$ cat config.mk
export PLATFORM = sky130hd
export DESIGN_NAME = spram_loader_flat
export DESIGN_NICKNAME = d
export VERILOG_FILES = /design/src/rtl/spram_loader_if.sv /design/src/rtl/spram_loader.sv /design/src/flat_wrapper.sv
export SDC_FILE = /design/constraint.sdc
export NUM_CORES = 1
export LEC_CHECK = 0
export CAP_MARGIN = 15
export CORE_AREA = 2 2 83 85
export DETAILED_ROUTE_END_ITERATION = 6
export DIE_AREA = 0 0 85 87
export PLACE_DENSITY = 0.73
export SLEW_MARGIN = 20
export SYNTH_ARGS = -nofsm -noshare
export SYNTH_HDL_FRONTEND = slang
export SYNTH_SLANG_ARGS = --single-unit
$ cat constraint.sdc
create_clock -name clk -period 6.11 [get_ports clk]
set_clock_uncertainty 0.15 [all_clocks]
set_input_delay 1.222 -clock clk [delete_from_list [all_inputs] [get_ports clk]]
set_output_delay 1.222 -clock clk [all_outputs]
set_load 0.03 [all_outputs]
$ cat src/rtl/spram_loader_if.sv
// spram_loader_if: byte-stream and RAM write bus for spram_loader.
//   Stream side : s_valid, s_ready, s_data[7:0], s_last (valid/ready, one byte per beat)
//   RAM side    : ram_we, ram_addr[aWidth-1:0], ram_d[dWidth-1:0] (one write per clock)
//   modport slave  - the loader (consumes the stream, drives the RAM bus)
//   modport master - the stream source / RAM observer
interface spram_loader_if #(
  parameter int unsigned aWidth = 10,
  parameter int unsigned dWidth = 16
);
  logic              s_valid;
  logic              s_ready;
  logic [7:0]        s_data;
  logic              s_last;
  logic              ram_we;
  logic [aWidth-1:0] ram_addr;
  logic [dWidth-1:0] ram_d;

  modport slave (
    input  s_valid, s_data, s_last,
    output s_ready, ram_we, ram_addr, ram_d
  );

  modport master (
    output s_valid, s_data, s_last,
    input  s_ready, ram_we, ram_addr, ram_d
  );
endinterface

$ cat src/rtl/spram_loader.sv
// spram_loader: write-side front end for a single-port RAM.
// On start it optionally clears the RAM to fill_value_i, then packs an 8-bit valid/ready byte
// stream little-endian into dWidth-bit words and writes them to sequential addresses, one write
// per completed word. A partial final word is zero-padded. Bytes arriving after the RAM is full
// are dropped and flagged in overflow_o.
// Optional feature macro: SPRAM_LOADER_CLEAR_EN (defined: clear pass before loading).
// Ports:
//   clk, reset_n         clock, asynchronous active-low reset
//   start_i              single-cycle pulse, honoured only when idle or done
//   fill_value_i         clear pattern, sampled on start
//   bus_io               stream in / RAM write out (spram_loader_if.slave)
//   busy_o, done_o       operation in progress / finished
//   overflow_o           sticky: bytes dropped because the RAM was full
//   words_written_o      stream words written (clear writes excluded)
module spram_loader #(
  parameter int unsigned aWidth = 10,
  parameter int unsigned dWidth = 16
) (
  input  logic              clk,
  input  logic              reset_n,
  input  logic              start_i,
  input  logic [dWidth-1:0] fill_value_i,
  spram_loader_if.slave     bus_io,
  output logic              busy_o,
  output logic              done_o,
  output logic              overflow_o,
  output logic [aWidth:0]   words_written_o
);

  localparam int unsigned BPW = dWidth / 8;
  localparam int unsigned BcW = (BPW > 1) ? $clog2(BPW) : 1;
  localparam logic [BcW-1:0]  LastByte = BcW'(BPW - 1);
  localparam logic [aWidth:0] FullCnt  = {1'b1, {aWidth{1'b0}}};

  typedef enum logic [2:0] {StIdle, StClear, StLoad, StFlush, StDone} state_e;

  state_e            state_q, state_d;
  logic [aWidth-1:0] addr_q, addr_d;
  logic [BcW-1:0]    bcnt_q, bcnt_d;
  logic [dWidth-1:0] word_q, word_d;
  logic [dWidth-1:0] d_q, d_d;
  logic              we_q, we_d;
  logic              ready_q, ready_d;
  logic              busy_q, busy_d;
  logic              done_q, done_d;
  logic              ovf_q, ovf_d;
  logic [aWidth:0]   wcnt_q, wcnt_d;

  logic              pend;
  logic [aWidth:0]   cnt_eff;
  logic              full;
  logic              xfer;
  logic [dWidth-1:0] packed_word;

`ifndef SPRAM_LOADER_CLEAR_EN
  logic unused_fill;
  assign unused_fill = ^fill_value_i;
`endif

  // A stream write issued last cycle is counted (and the address advanced) one cycle later, so
  // ram_addr shows the write address while ram_we is high. cnt_eff folds that pending write in.
  assign pend    = we_q && (state_q != StClear);
  assign cnt_eff = wcnt_q + (aWidth + 1)'(pend);
  assign full    = (cnt_eff == FullCnt);
  assign xfer    = bus_io.s_valid && ready_q && (state_q == StLoad);

  always_comb begin
    packed_word = word_q;
    for (int k = 0; k < int'(BPW); k++) begin
      if (bcnt_q == BcW'(k)) packed_word[8*k +: 8] = bus_io.s_data;
    end
  end

  always_comb begin
    state_d = state_q;
    addr_d  = addr_q;
    bcnt_d  = bcnt_q;
    word_d  = word_q;
    d_d     = d_q;
    we_d    = 1'b0;
    ovf_d   = ovf_q;
    wcnt_d  = cnt_eff;
    // Hold the address at the top once full so it never wraps back to 0.
    if (pend && !full) addr_d = addr_q + 1'b1;

    case (state_q)
      StIdle, StDone: begin
        if (start_i) begin
          addr_d = '0;
          bcnt_d = '0;
          word_d = '0;
          wcnt_d = '0;
          ovf_d  = 1'b0;
`ifdef SPRAM_LOADER_CLEAR_EN
          state_d = StClear;
          we_d    = 1'b1;
          d_d     = fill_value_i;
`else
          state_d = StLoad;
`endif
        end
      end
`ifdef SPRAM_LOADER_CLEAR_EN
      StClear: begin
        if (addr_q == '1) begin
          state_d = StLoad;
          addr_d  = '0;
        end else begin
          we_d   = 1'b1;
          addr_d = addr_q + 1'b1;
        end
      end
`endif
      StLoad: begin
        if (xfer) begin
          if (full) begin
            ovf_d = 1'b1;
            if (bus_io.s_last) state_d = StDone;
          end else if (bcnt_q == LastByte) begin
            we_d   = 1'b1;
            d_d    = packed_word;
            word_d = '0;
            bcnt_d = '0;
            if (bus_io.s_last) state_d = StDone;
          end else begin
            word_d = packed_word;
            bcnt_d = bcnt_q + 1'b1;
            if (bus_io.s_last) state_d = StFlush;
          end
        end
      end
      StFlush: begin
        // word_q was cleared after the last full word, so unfilled bytes are already 0x00.
        we_d    = 1'b1;
        d_d     = word_q;
        word_d  = '0;
        bcnt_d  = '0;
        state_d = StDone;
      end
      default: state_d = StIdle;
    endcase

    ready_d = (state_d == StLoad);
    busy_d  = (state_d == StClear) || (state_d == StLoad) || (state_d == StFlush);
    done_d  = (state_d == StDone);
  end

  always_ff @(posedge clk or negedge reset_n) begin
    if (!reset_n) begin
      state_q <= StIdle;
      addr_q  <= '0;
      bcnt_q  <= '0;
      word_q  <= '0;
      d_q     <= '0;
      we_q    <= 1'b0;
      ready_q <= 1'b0;
      busy_q  <= 1'b0;
      done_q  <= 1'b0;
      ovf_q   <= 1'b0;
      wcnt_q  <= '0;
    end else begin
      state_q <= state_d;
      addr_q  <= addr_d;
      bcnt_q  <= bcnt_d;
      word_q  <= word_d;
      d_q     <= d_d;
      we_q    <= we_d;
      ready_q <= ready_d;
      busy_q  <= busy_d;
      done_q  <= done_d;
      ovf_q   <= ovf_d;
      wcnt_q  <= wcnt_d;
    end
  end

  assign bus_io.s_ready  = ready_q;
  assign bus_io.ram_we   = we_q;
  assign bus_io.ram_addr = addr_q;
  assign bus_io.ram_d    = d_q;
  assign busy_o          = busy_q;
  assign done_o          = done_q;
  assign overflow_o      = ovf_q;
  assign words_written_o = wcnt_q;

endmodule

$ cat src/flat_wrapper.sv
// flat-port wrapper written by rule: the top's interface ports become plain ports
module spram_loader_flat 
#(
  parameter int unsigned aWidth = 10,
  parameter int unsigned dWidth = 16
)
  (clk, reset_n, start_i, fill_value_i, busy_o, done_o, overflow_o, words_written_o, bus_io_s_valid, bus_io_s_data, bus_io_s_last, bus_io_s_ready, bus_io_ram_we, bus_io_ram_addr, bus_io_ram_d);
  spram_loader_if #(.aWidth(aWidth), .dWidth(dWidth)) bus_io_i ();
  input  logic clk;
  input  logic reset_n;
  input  logic start_i;
  input  logic [dWidth-1:0] fill_value_i;
  output logic busy_o;
  output logic done_o;
  output logic overflow_o;
  output logic [aWidth:0] words_written_o;
  input wire logic [$bits(bus_io_i.s_valid)-1:0] bus_io_s_valid;
  input wire logic [$bits(bus_io_i.s_data)-1:0] bus_io_s_data;
  input wire logic [$bits(bus_io_i.s_last)-1:0] bus_io_s_last;
  output wire logic [$bits(bus_io_i.s_ready)-1:0] bus_io_s_ready;
  output wire logic [$bits(bus_io_i.ram_we)-1:0] bus_io_ram_we;
  output wire logic [$bits(bus_io_i.ram_addr)-1:0] bus_io_ram_addr;
  output wire logic [$bits(bus_io_i.ram_d)-1:0] bus_io_ram_d;
  assign bus_io_i.s_valid = bus_io_s_valid;
  assign bus_io_i.s_data = bus_io_s_data;
  assign bus_io_i.s_last = bus_io_s_last;
  assign bus_io_s_ready = bus_io_i.s_ready;
  assign bus_io_ram_we = bus_io_i.ram_we;
  assign bus_io_ram_addr = bus_io_i.ram_addr;
  assign bus_io_ram_d = bus_io_i.ram_d;
  spram_loader #(.aWidth(aWidth), .dWidth(dWidth)) u_core (.clk(clk), .reset_n(reset_n), .start_i(start_i), .fill_value_i(fill_value_i), .bus_io(bus_io_i), .busy_o(busy_o), .done_o(done_o), .overflow_o(overflow_o), .words_written_o(words_written_o));
endmodule
# Yosys cells after proc, flatten, opt, wreduce, memory -nomap -nowiden
# Index checks and enable logic that the tools add are counted.
[classes] n_reduce_logical=15 mux=35 eq_ne=14 n_addsub=3
[ops] op="$mux 16" n=7
[ops] op="$pmux 16 s3" n=1
[ops] op="$pmux 16 s2" n=1
[ops] op="$mux 10" n=3
[ops] op="$mux 11" n=2
[ops] op="$mux 3" n=6
[ops] op="$mux 8" n=2
[ops] op="$eq 3x2->1 const B" n=4
[ops] op="$reduce_and 4->1" n=3
[ops] op="$add 11x1->11" n=1
[ops] op="$eq 11x11->1 const B" n=1
[ops] op="$add 10x1->10 const B" n=1
[ops] op="$mux 1" n=9
[ops] op="$pmux 3 s3" n=1
[ops] op="$eq 3x3->1 const B" n=2
[ops] op="$ne 2x1->1 const B" n=3
[ops] op="$logic_and 1x1->1" n=4
[ops] op="$ne 2x2->1 const B" n=2
[ops] op="$pmux 1 s2" n=2
[ops] op="$reduce_bool 2->1" n=2
[ops] op="$eq 3x1->1 const B" n=1
[ops] op="$logic_not 3->1" n=1
[ops] op="$ne 3x1->1 const B" n=1
[ops] op="$pmux 1 s3" n=1
[ops] op="other kinds (5)" n=6
[totals] output_inout_bits=42 elab_cells=78 reg_bits=62 input_bits=29

# Depth between registers and ports, before layout
[logic_depth] word_depth=10 depth_mapped=15 mapped_depth_nobuf=12

# Worst setup path after synthesis
# No wires, ideal clock.
[synth_timing] path_kind="register to register" startpoint="register u_core.state_q[0]" endpoint="register u_core.d_q[1], in the netlist u_core.bus_io.ram_d[1]" period_less_slack_ns=3.987 path_slack_ns=2.123 setup_time_ns=0.125 t_arrival_ns=3.712 path_stages_with_launch=16 n_path_buf=4 required_time_ns=5.835 path_cell_list="dfrtp_1 -> clkbuf_1 -> inv_1 -> o31ai_1 -> inv_1 -> ha_1 -> ha_1 -> buf_6 -> a211o_1 -> a2111o_1 -> a2111o_1 -> o21ai_4 -> and2_4 -> buf_12 -> buf_8 -> mux2_4"
[synth_via] elab_chain_len=6 elab_cells_between_ends=13 classes_between="add/sub: 1; eq/ne: 7; mux: 1; reduce/logical: 4"
[synth_rtl] item="start: declaration" line_no="spram_loader.sv:37" rtl="state_e state_q, state_d;"
[synth_rtl] item="start signal: assignment" line_no="spram_loader.sv:150" rtl="state_q <= StIdle;"
[synth_rtl] item="start signal: assignment" line_no="spram_loader.sv:162" rtl="state_q <= state_d;"
[synth_rtl] item="$ne 3x1->1" line_no="spram_loader.sv:62" rtl="assign pend = we_q && (state_q != StClear);"
[synth_rtl] item="$logic_and 1x1->1" line_no="spram_loader.sv:62"
[synth_rtl] item="$add 11x1->11" line_no="spram_loader.sv:63" rtl="assign cnt_eff = wcnt_q + (aWidth + 1)'(pend);"
[synth_rtl] item="$eq 11x11->1" line_no="spram_loader.sv:64" rtl="assign full = (cnt_eff == FullCnt);"
[synth_rtl] item="$ne 2x2->1 (no source line)"
[synth_rtl] item="$reduce_and 4->1 (no source line)"
[synth_rtl] item="end signal: assignment" line_no="spram_loader.sv:154" rtl="d_q <= '0;"
[synth_rtl] item="end signal: assignment" line_no="spram_loader.sv:166" rtl="d_q <= d_d;"
[synth_rtl] item="end: declaration" line_no="spram_loader.sv:41" rtl="logic [dWidth-1:0] d_q, d_d;"
# Several ways; a longest one is shown, not always the timed one.
# A chain may end at the register's enable or synchronous reset.

# Worst setup path in the final report
[layout_timing] startpoint="register u_core.state_q[0]" endpoint="register u_core.d_q[0], in the netlist u_core.bus_io.ram_d[0]"
# Same word-level chain as after synthesis.

==> qor.txt <==
outcome - complete, no violations
DRT iter0 DRCs - 187
Leakage - 1.58 nW
synthesis-to-finish area growth - 26.2%
HPWL Detailed - 4.13 mm
Clock transition at path regs - 0.08 ns
Synth Register Bits - 62
Nets - 339
syn avg cell area - 11.3 µm²
post-synth top area share - 54.3%
routability cong. - 0.770
H-tree Lvls - 3
crit path DAT - 4.45 ns
clk sinks - 62
dominant synthesized flop cell - dfrtp_1
period utilization - 71.5%
PortBufs - 54
post_cts resized - 0
Final Max Slew Viols - 0
sw power - 0.663 mW
Initial Util - 43.5%
Max Freq - 229 MHz
ranking of synthesized cells by area - dfrtp_1 (54%), a22o_1 (2.8%), mux2_2 (2.8%)
Clock Tree Buf Depth - 2
max-cap violations - 0
cts-stage hold buffer count - 0
largest area contributor in the netlist - dfrtp_1
synth warn - 0
Die ar. - 7400 µm²
vias per cell - 5.60
Crit path largest cell delay - 0.55 ns
most common cell in the netlist - dfrtp_1
critical path's slowest cell - a2111o_1
CTS Buf Count - 9
Post-Layout Inst Area - 3600 µm²
Core Area - 6570 µm²
DR vias - 2194
Tot GR Track Use - 18.2%
CTS tree - built
Worst setup SP type - flip-flop
layout filler cell count - 555
Sw Share - 40.2%
antenna fix cells - 0
final hold vios - 0
Setup Crit Path Kind - flip-flop to flip-flop
Slew Limit Headroom - 49.6%
First-pass DRT Iterations - 4
pin count of the biggest net entering global routing - 63
gr ovfl total - 0
cell-internal power - 0.985 mW
Die Span X - 85 µm
final cell count without fillers - 392
sequential-to-total area share from yosys stat - 54.3%
Clk pwr share - 19.9%
Comb power frac - 42.7%
DR WL/cell - 15.5 µm
layout cell share with drive strength beyond 1 - 10.9%
setup TNS - 0 ns
CP bufs+invs - 2
VDD IR-drop max - 0.251 mV
most instantiated cells after synthesis - dfrtp_1 (62), nand2_1 (18), nor2_1 (18)
Seq pwr share - 37.3%
# IOs - 71
Post-synth ARST share - 100%
DRC violations left - 0
CP top delay family - compound AO/OA/AOI/OAI gates
crit-path cells - inv_1 -> o31ai_1 -> inv_1 -> ha_1 -> ha_1 -> a211o_1 -> a2111o_1 -> a2111o_1 -> o21ai_4 -> and2_4 -> mux2_2
Root Driver - clkbuf_8
RSZ-0062 raised after global routing - false
crit path time final - 4.37 ns
Setup violations, final - 0
Die Span Y - 87 µm
dpl cell area - 3420 µm²
Post-DRT Antenna Nets - 0
# rows - 30
slew of the pin with the lowest slew margin - 0.757 ns
peak fanout along the critical path - 18
clock latency on the worst-skew pair - 0.34 ns
vias in the first global route - 2143
P per Cell Area - 458 nW/µm²
element type at the critical path end - flip-flop
EDFF count, synth - 0
Post-Syn Area - 2860 µm²
Synth cell types - 50
first-pass GRT wire length - 10.5 mm
Net Count, Synth - 284
Total Routed Length - 6.10 mm
initial antenna violation count - 0
Finished Core Util - 54.8%
Min-Delay Path Class - flip-flop to flip-flop
Mapped Cells - 252
required time worst endpoint - 6.19 ns
Fin Hold WS - 0.331 ns
Placed Cells - 376
postcts setup bufs - 0
## power groups by stage
stage | Sequential, mW | Clock, mW | Combinational (mW)
3_5_place_dp | 0.623 | 0 | 0.705
5_1_grt | 0.633 | 0.355 | 0.759
3_3_place_gp | 0.622 | 0 | 0.693
2_1_floorplan | 0.756 | 0 | 0.331
4_1_cts | 0.615 | 0.335 | 0.711
6_report | 0.616 | 0.329 | 0.704
## final timing paths
path                                              from                                  end  slack (ns)  cells after the start
max                        u_core.state_q[0]$_DFF_PN0_   u_core.bus_io.ram_d[0]$_DFFE_PN0P_        1.74                     11
min in group asynchronous                      reset_n   u_core.bus_io.ram_d[6]$_DFFE_PN0P_        0.88                      2
min reg2reg                  u_core.bcnt_q$_DFFE_PN0P_            u_core.bcnt_q$_DFFE_PN0P_        0.33                      1
min                          u_core.bcnt_q$_DFFE_PN0P_            u_core.bcnt_q$_DFFE_PN0P_        0.33                      1
max reg2reg                u_core.state_q[0]$_DFF_PN0_   u_core.bus_io.ram_d[0]$_DFFE_PN0P_        1.74                     11
max in group asynchronous                      reset_n  u_core.bus_io.ram_d[14]$_DFFE_PN0P_        4.43                      2
## state kept, by name, summed over array words and instances (netlist names)
signal and flops:
u_core.done_o 1, u_core.words_written_o 11, u_core.overflow_o 1, u_core.state_q 3, u_core.bus_io.ram_we 1, u_core.busy_o 1, u_core.bus_io.ram_addr 10, u_core.word_q 16
u_core.bcnt_q 1, u_core.bus_io.ram_d 16, u_core.bus_io.s_ready 1
## stage by stage
step | worst slack (ns) | power, mW
after floorplan | 2.12 | 1.09
final | 1.74 | 1.65
after detailed placement | 1.76 | 1.33
after global routing | 1.49 | 1.75
after CTS | 1.76 | 1.66
after global placement | 1.77 | 1.32
## final cells by class
cell class	count	area (µm²)	share of cell area, %
clock inverter	6	46.3	1.29
clock buffer	10	138	3.82
timing repair buffer	55	543	15.1
sequential	62	1550	43.1
tap	80	100	2.78
inverter	8	32.5	0.903
multi-input combinational	171	1190	33.1
## cells by family (layout without fill, tap and decap cells)
group / count (synthesis) / count (layout) / synth area share, %
simple gates: 92 / 92 / 17.1
compound gates: 56 / 56 / 16.2
mux: 11 / 11 / 4.34
buf+inv: 19 / 79 / 3.94
flops: 62 / 62 / 54.3
fa+ha+maj: 3 / 3 / 1.31
xor+xnor: 9 / 9 / 2.76
## placed cells by master (no fill, tap or decap), types with 4 or more instances in the layout
cell	n
a21oi_1	8
a22o_1	9
and2_1	4
and3_1	10
clkbuf_8	10
clkdlybuf4s50_1	53
dfrtp_1	62
inv_1	7
mux2_2	7
nand2_1	18
nand3_1	4
nand4_1	4
nor2_1	18
nor3_1	9
o21ai_0	7
o221a_1	7
o31ai_1	4
or3_1	10
xnor2_1	6
## routing by layer
metal / vias to the layer above / track usage (%) / wire length [µm]
li1: 1038 / - / -
met1: 1091 / 25.2 / 2900
met2: 55 / 27.8 / 2850
met3: 10 / 4.27 / 248
met4: 0 / 7.22 / 93
met5: - / 0 / 0
Note: power is estimated with default switching activity, not from simulation.
